**config.mk**
```make
export PLATFORM = sky130hd
export DESIGN_NAME = imm_gen_pipe
export DESIGN_NICKNAME = d
export VERILOG_FILES = /design/src/rtl/imm_pkg.sv /design/src/rtl/imm_decode.sv /design/src/rtl/imm_gen_pipe.sv
export SDC_FILE = /design/constraint.sdc
export NUM_CORES = 1
export LEC_CHECK = 0
export ABC_AREA = 1
export CAP_MARGIN = 20
export CORE_MARGIN = 4
export CORE_UTILIZATION = 45
export CTS_BUF_LIST = sky130_fd_sc_hd__clkbuf_16
export DETAILED_ROUTE_END_ITERATION = 10
export PLACE_DENSITY = 0.69
export SLEW_MARGIN = 10
export SYNTH_ARGS = -nofsm -noshare
export SYNTH_HDL_FRONTEND = slang
export SYNTH_SLANG_ARGS = --single-unit
```
**constraint.sdc**
```tcl
create_clock -name clk -period 2 [get_ports clk]
set_input_delay 0.4 -clock clk [delete_from_list [all_inputs] [get_ports clk]]
set_output_delay 0.4 -clock clk [all_outputs]
set_load 0.05 [all_outputs]
```
**src/rtl/imm_pkg.sv**
```systemverilog
// rtl/imm_pkg.sv - opcode constants, format enumeration and shamt width helper
//
// Shared by imm_decode and imm_gen_pipe. No ports.

package imm_pkg;

    localparam logic [6:0] OP_LOAD   = 7'b0000011;
    localparam logic [6:0] OP_IMM    = 7'b0010011;
    localparam logic [6:0] OP_JALR   = 7'b1100111;
    localparam logic [6:0] OP_STORE  = 7'b0100011;
    localparam logic [6:0] OP_BRANCH = 7'b1100011;
    localparam logic [6:0] OP_LUI    = 7'b0110111;
    localparam logic [6:0] OP_AUIPC  = 7'b0010111;
    localparam logic [6:0] OP_JAL    = 7'b1101111;
    localparam logic [6:0] OP_REG    = 7'b0110011;

    typedef enum logic [2:0] {
        FMT_R   = 3'd0,
        FMT_I   = 3'd1,
        FMT_S   = 3'd2,
        FMT_B   = 3'd3,
        FMT_U   = 3'd4,
        FMT_J   = 3'd5,
        FMT_ILL = 3'd7
    } fmt_e;

    // RV64 shifts by up to 63, RV32 by up to 31.
    function automatic int shamt_w(input int xlen);
        return (xlen == 64) ? 6 : 5;
    endfunction

endpackage

```
**src/rtl/imm_decode.sv**
```systemverilog
// rtl/imm_decode.sv - combinational immediate, format and PC-relative target decode
//
// Ports:
//   instr_i   in  32    raw instruction word
//   pc_i      in  XLEN  PC of instr_i
//   imm_o     out XLEN  sign/zero-extended immediate
//   target_o  out XLEN  pc + imm for B, J, AUIPC; pc otherwise
//   fmt_o     out 3     instruction format code
//   illegal_o out 1     opcode not recognised

module imm_decode
    import imm_pkg::*;
#(
    parameter int XLEN = 32
) (
    input  logic [31:0]     instr_i,
    input  logic [XLEN-1:0] pc_i,
    output logic [XLEN-1:0] imm_o,
    output logic [XLEN-1:0] target_o,
    output logic [2:0]      fmt_o,
    output logic            illegal_o
);

    localparam int SW = shamt_w(XLEN);

    logic [6:0]  opcode;
    logic [2:0]  funct3;
    fmt_e        fmt_d;
    logic [31:0] imm32;
    logic        is_shift;
    logic        pc_rel;

    assign opcode = instr_i[6:0];
    assign funct3 = instr_i[14:12];

    always_comb begin
        fmt_d    = FMT_ILL;
        imm32    = '0;
        is_shift = 1'b0;
        pc_rel   = 1'b0;
        case (opcode)
            OP_LOAD, OP_JALR: begin
                fmt_d = FMT_I;
                imm32 = {{20{instr_i[31]}}, instr_i[31:20]};
            end
            OP_IMM: begin
                fmt_d    = FMT_I;
                imm32    = {{20{instr_i[31]}}, instr_i[31:20]};
                is_shift = (funct3 == 3'b001) || (funct3 == 3'b101);
            end
            OP_STORE: begin
                fmt_d = FMT_S;
                imm32 = {{20{instr_i[31]}}, instr_i[31:25], instr_i[11:7]};
            end
            OP_BRANCH: begin
                fmt_d  = FMT_B;
                pc_rel = 1'b1;
                imm32  = {{19{instr_i[31]}}, instr_i[31], instr_i[7],
                          instr_i[30:25], instr_i[11:8], 1'b0};
            end
            OP_LUI: begin
                fmt_d = FMT_U;
                imm32 = {instr_i[31:12], 12'b0};
            end
            OP_AUIPC: begin
                fmt_d  = FMT_U;
                pc_rel = 1'b1;
                imm32  = {instr_i[31:12], 12'b0};
            end
            OP_JAL: begin
                fmt_d  = FMT_J;
                pc_rel = 1'b1;
                imm32  = {{11{instr_i[31]}}, instr_i[31], instr_i[19:12],
                          instr_i[20], instr_i[30:21], 1'b0};
            end
            OP_REG: begin
                fmt_d = FMT_R;
            end
            default: begin
                fmt_d = FMT_ILL;
            end
        endcase
    end

    // Shift amounts are zero-extended so funct7 (e.g. the srai bit) never leaks in.
    assign imm_o     = is_shift ? XLEN'(instr_i[20 +: SW]) : XLEN'($signed(imm32));
    assign target_o  = pc_rel ? (pc_i + imm_o) : pc_i;
    assign fmt_o     = fmt_d;
    assign illegal_o = (fmt_d == FMT_ILL);

endmodule

```
**src/rtl/imm_gen_pipe.sv**
```systemverilog
// rtl/imm_gen_pipe.sv - pipelined immediate generator with optional skid buffer
//
// Ports:
//   clk, rst_n                     clock (rising), async active-low reset
//   in_valid/in_ready              input handshake
//   in_instr, in_pc, in_tag        instruction, its PC, opaque sideband
//   out_valid/out_ready            output handshake
//   out_imm, out_target, out_fmt,  decoded result, registered
//   out_illegal, out_tag

module imm_gen_pipe
    import imm_pkg::*;
#(
    parameter int XLEN  = 32,
    parameter int SKID  = 1,
    parameter int TAG_W = 5
) (
    input  logic             clk,
    input  logic             rst_n,
    input  logic             in_valid,
    output logic             in_ready,
    input  logic [31:0]      in_instr,
    input  logic [XLEN-1:0]  in_pc,
    input  logic [TAG_W-1:0] in_tag,
    output logic             out_valid,
    input  logic             out_ready,
    output logic [XLEN-1:0]  out_imm,
    output logic [XLEN-1:0]  out_target,
    output logic [2:0]       out_fmt,
    output logic             out_illegal,
    output logic [TAG_W-1:0] out_tag
);

    localparam int W = 2 * XLEN + 3 + 1 + TAG_W;

    logic [XLEN-1:0] dec_imm;
    logic [XLEN-1:0] dec_target;
    logic [2:0]      dec_fmt;
    logic            dec_ill;
    logic [W-1:0]    in_data;

    logic            main_v_q, main_v_d;
    logic [W-1:0]    main_q, main_d;
    logic            in_fire, out_fire;

    imm_decode #(.XLEN(XLEN)) u_decode (
        .instr_i   (in_instr),
        .pc_i      (in_pc),
        .imm_o     (dec_imm),
        .target_o  (dec_target),
        .fmt_o     (dec_fmt),
        .illegal_o (dec_ill)
    );

    assign in_data  = {dec_imm, dec_target, dec_fmt, dec_ill, in_tag};
    assign in_fire  = in_valid && in_ready;
    assign out_fire = main_v_q && out_ready;

    generate
        if (SKID != 0) begin : g_skid
            logic         skid_v_q, skid_v_d;
            logic [W-1:0] skid_q, skid_d;

            // Registered ready: the skid slot absorbs the one input that
            // arrives in the cycle the stall is first seen.
            assign in_ready = !skid_v_q;

            always_comb begin
                main_v_d = main_v_q;
                main_d   = main_q;
                skid_v_d = skid_v_q;
                skid_d   = skid_q;
                if (!main_v_q || out_fire) begin
                    if (skid_v_q) begin
                        // in_ready is low here, so no input competes with the skid entry.
                        main_v_d = 1'b1;
                        main_d   = skid_q;
                        skid_v_d = 1'b0;
                    end else begin
                        main_v_d = in_fire;
                        if (in_fire) begin
                            main_d = in_data;
                        end
                    end
                end else if (in_fire) begin
                    skid_v_d = 1'b1;
                    skid_d   = in_data;
                end
            end

            always_ff @(posedge clk or negedge rst_n) begin
                if (!rst_n) begin
                    skid_v_q <= 1'b0;
                    skid_q   <= '0;
                end else begin
                    skid_v_q <= skid_v_d;
                    skid_q   <= skid_d;
                end
            end
        end else begin : g_noskid
            assign in_ready = !main_v_q || out_ready;

            always_comb begin
                main_v_d = main_v_q;
                main_d   = main_q;
                if (in_fire) begin
                    main_v_d = 1'b1;
                    main_d   = in_data;
                end else if (out_fire) begin
                    main_v_d = 1'b0;
                end
            end
        end
    endgenerate

    always_ff @(posedge clk or negedge rst_n) begin
        if (!rst_n) begin
            main_v_q <= 1'b0;
            main_q   <= '0;
        end else begin
            main_v_q <= main_v_d;
            main_q   <= main_d;
        end
    end

    assign out_valid = main_v_q;
    assign {out_imm, out_target, out_fmt, out_illegal, out_tag} = main_q;

endmodule

```
==> results by group <==
Clock network
  – Largest buffer count on any clock path: 2
  – Clk Latency, worst-skew pair: around 0.43 ns
  – H-tree lvl count: 4
  – Cts bufs inserted: 17
  – Worst-path clk slew: ~0.07 ns
  – CTS sink cnt: between 100 and 150
  – CTS root buffer: clkbuf_16
  – CTS tree: yes

Final layout
  – Most common cell after layout, fill and taps aside: nand2_1
  – Layout Nets: about 1700
  – Most frequent cells in the layout: nand2_1 (339), buf_4 (195), dfrtp_1 (147), inv_1 (87), nand2_2 (76)
  – N_diodes: 0
  – Area grow syn2layout: 61.9%
  – Area of the multi-input gates: ~6400 um2
  – Share of cells above drive strength 1: around two fifths
  – Register area: 3700 um2
  – Final non-filler cell total: approximately 1900
  – FILL cells: ~1400

GRT
  – Largest net degree at the start of global routing: 60
  – GRT overflow: 0
  – Total track usage: ~29%
  – Initial antenna violation count: 0
  – Vias in the first global route: around 9700
  – First-pass GRT wire length: 51700 um

Worst setup path
  – Path type of the worst setup path: input port to register
  – R2R depth: 8
  – Max FO, Critical Path: 5
  – R2R Path End: g_skid.skid_q[70]
  – CP Data Required Time: approximately 2.3 ns
  – R2r setup slk: ~0.40 ns
  – WP buf/inv: 8
  – Critical Path Start Type: input port
  – Reg2Reg Launch Point: out_valid
  – CP Depth: 22
  – CP Cell Sequence: buf_8, nor2_4, nand2_4, buf_12, nor2_4, buf_4, nor2_4, buf_4, buf_6, nor3_4, ha_4, nand2_4, inv_2, a21oi_2, nand2_4, buf_6, buf_4, xor2_2, nand2_1, nand2_2, nand2_1, o21ai_1
  – Critical Path AT: approximately 3 ns
  – Max stage delay on crit path: 0.28 ns
  – CP Capture Type: register
  – Largest delay contributor family on the critical path: simple AND/OR/NAND/NOR gates
  – Worst Setup SP: in_instr[2]
  – Crit path max-delay cell type: ha_4

Floorplan
  – Chip Width: between 150 and 200 um
  – Core area: approximately 20000 um2
  – Die area: ~23000 um2
  – Initial Util: 46.5%
  – Die Height: 151 um
  – I/O pins: ~150
  – Std cell rows: 51

Placement
  – DP HPWL: 23900 um
  – Final Wtd Congestion: about 1
  – Count of placed standard cells including taps: between 1500 and 2000
  – Number of port buffers: 147

Drt
  – Drt first pass iters: 5
  – DR vias: 10153
  – Routed vias/inst: approximately 5.3
  – Final ANT Viol Nets: 0
  – Wirelength, routed: ~34000 um
  – DRT iter0 DRCs: roughly 760
  – DRC viols: 0
  – Routed len/inst: around 18 um

Timing
  – Worst-Margin Slew: ~0.54 ns
  – Final period utilization: 138%
  – Max-slew headroom: between 60% and 70%
  – Setup violators final: slightly above 60
  – Fmax: around 0.36 GHz
  – Fin. Hold Viols: 0
  – Fin Clk Skew: between 0.01 and 0.015 ns
  – Post-layout minimum cycle time: approximately 2.8 ns
  – Fin worst setup slack: -0.756 ns
  – Unrepaired setup endpoints after global routing: true
  – Slew Limit Fails: 0
  – Setup TNS: -37.33 ns

Logic synthesis
  – Post-Synth Simple-Gate Area: between 20 and 30%
  – Synth Area in XOR/XNOR: under 10%
  – Mux share of post-synthesis cell area: less than 1%
  – Most common flop cell mapped by yosys: dfrtp_1
  – Fraction of registers with async set/reset: 100%
  – Post-synthesis compound-gate area fraction: about 16%
  – YS warnings: 0
  – Post-synth EDFFs: 0
  – Synth Area in Adders: around 4.5%
  – Seq cells post-synth: 148
  – Synth Instances: approximately 1300
  – Distinct cells, synth: 42
  – Synthesized area per cell: 6.97 um2
  – Mapped Area: 9160 um2
  – Main combinational cell family by area after synthesis: simple AND/OR/NAND/NOR gates
  – Syn Nets: ~1400
  – Seq/Total Area, Yosys: between 40% and 50%

Pwr
  – Static leakage: approximately 7.4 nW
  – Power Dens Cells: roughly 690 nW/um2
  – Worst vdd ir: 0.550 mV

Outcome
  – Status: finished, violations left
  – Violated checks: setup timing

Worst hold path
  – Hold crit path type: input port to asynchronous set/reset pin

Flow run
  – Maximum Capacitance Violations: 0
-- cell usage after synthesis (all sizes together), types with 5 or more instances --
master	number	area (um2)
inv	139	522
clkbuf	32	121
nand2	453	1740
nand3b	6	45.0
xnor2	8	70.1
a21oi	82	422
dfrtp	148	3700
nand3	53	265
nor2	117	469
nand4	5	31.3
buf	23	130
nor3	16	85.1
ha	31	388
o21a	7	52.6
o21ai	156	815
a31oi	13	81.3
-- cell families after synthesis --
logic type / after synthesis
and+or+nand+nor: 654
AOI/OAI and AO/OA: 270
buffers and inverters: 195
DFF: 148
adders and majority gates: 32
xor gates and xnor gates: 12
muxes: 3
-- final cells by class --
class | instances | share of cell area (%)
multi-input cells | 971 | 42.9
flip-flops and latches | 148 | 25.0
repair buffers | 360 | 22.4
repair inverters | 1 | 0.0506
well taps | 265 | 2.24
inverters | 140 | 3.75
clock buffers | 17 | 2.87
clock inverters | 15 | 0.852
-- stage by stage --
| stage | util (%) | hold WS [ns] | setup WS (ns) | power [W] | area (um2) |
|---|---|---|---|---|---|
| after floorplan | - | 0.104 | -0.747 | 0.00572 | 9580 |
| after global placement | 63.6 | 0.320 | -1.77 | 0.00703 | 12500 |
| after detailed placement | 63.6 | 0.320 | -1.79 | 0.00708 | 12500 |
| after CTS | 71.9 | 0.433 | -0.641 | 0.0102 | 14200 |
| after global routing | 75.2 | 0.446 | -0.939 | 0.0108 | 14800 |
| final | 75.2 | 0.424 | -0.756 | 0.0103 | 14800 |
-- worst max path at each step --
stage | to | slack [ns]
2_1_floorplan | main_q[40] | -0.75
3_3_place_gp | main_q[37] | -1.77
3_5_place_dp | main_q[37] | -1.79
4_1_cts | main_q[32] | -0.64
5_1_grt | main_q[37] | -0.94
6_report | g_skid.skid_q[16] | -0.76
-- registers in the layout (all words and copies together), names as in the netlist --
name,flops
g_skid.skid_q,73
main_q,73
g_skid.skid_v_q,1
out_valid,1
-- layer usage --
| metal | GRT usage, % | up-vias | wire length, um |
|---|---|---|---|
| met1 | 41.9 | 4841 | 15000 |
| met5 | 0 | - | 0 |
| li1 | - | 4877 | - |
| met2 | 43.9 | 364 | 15500 |
| met4 | 9.88 | 0 | 1010 |
| met3 | 6.35 | 71 | 2320 |
-- report_power, final --
| group | total (W) | internal (W) | leakage (nW) | switching, W |
|---|---|---|---|---|
| logic | 0.00357 | 0.00126 | 5.29 | 0.00231 |
| clock network | 0.00301 | 0.00162 | 0.266 | 0.00139 |
| registers | 0.00371 | 0.00346 | 1.86 | 0.000242 |
-- what timing repair did --
action,in CTS,in global routing
hold buffers,1,0
gates cloned,1,0
setup endpoints to repair,102,82
buffers inserted,31,18
gates resized for setup,319,159
pin swaps,130,93
endpoints found under the hold margin,31,0
(Power assumes the default switching activity.)
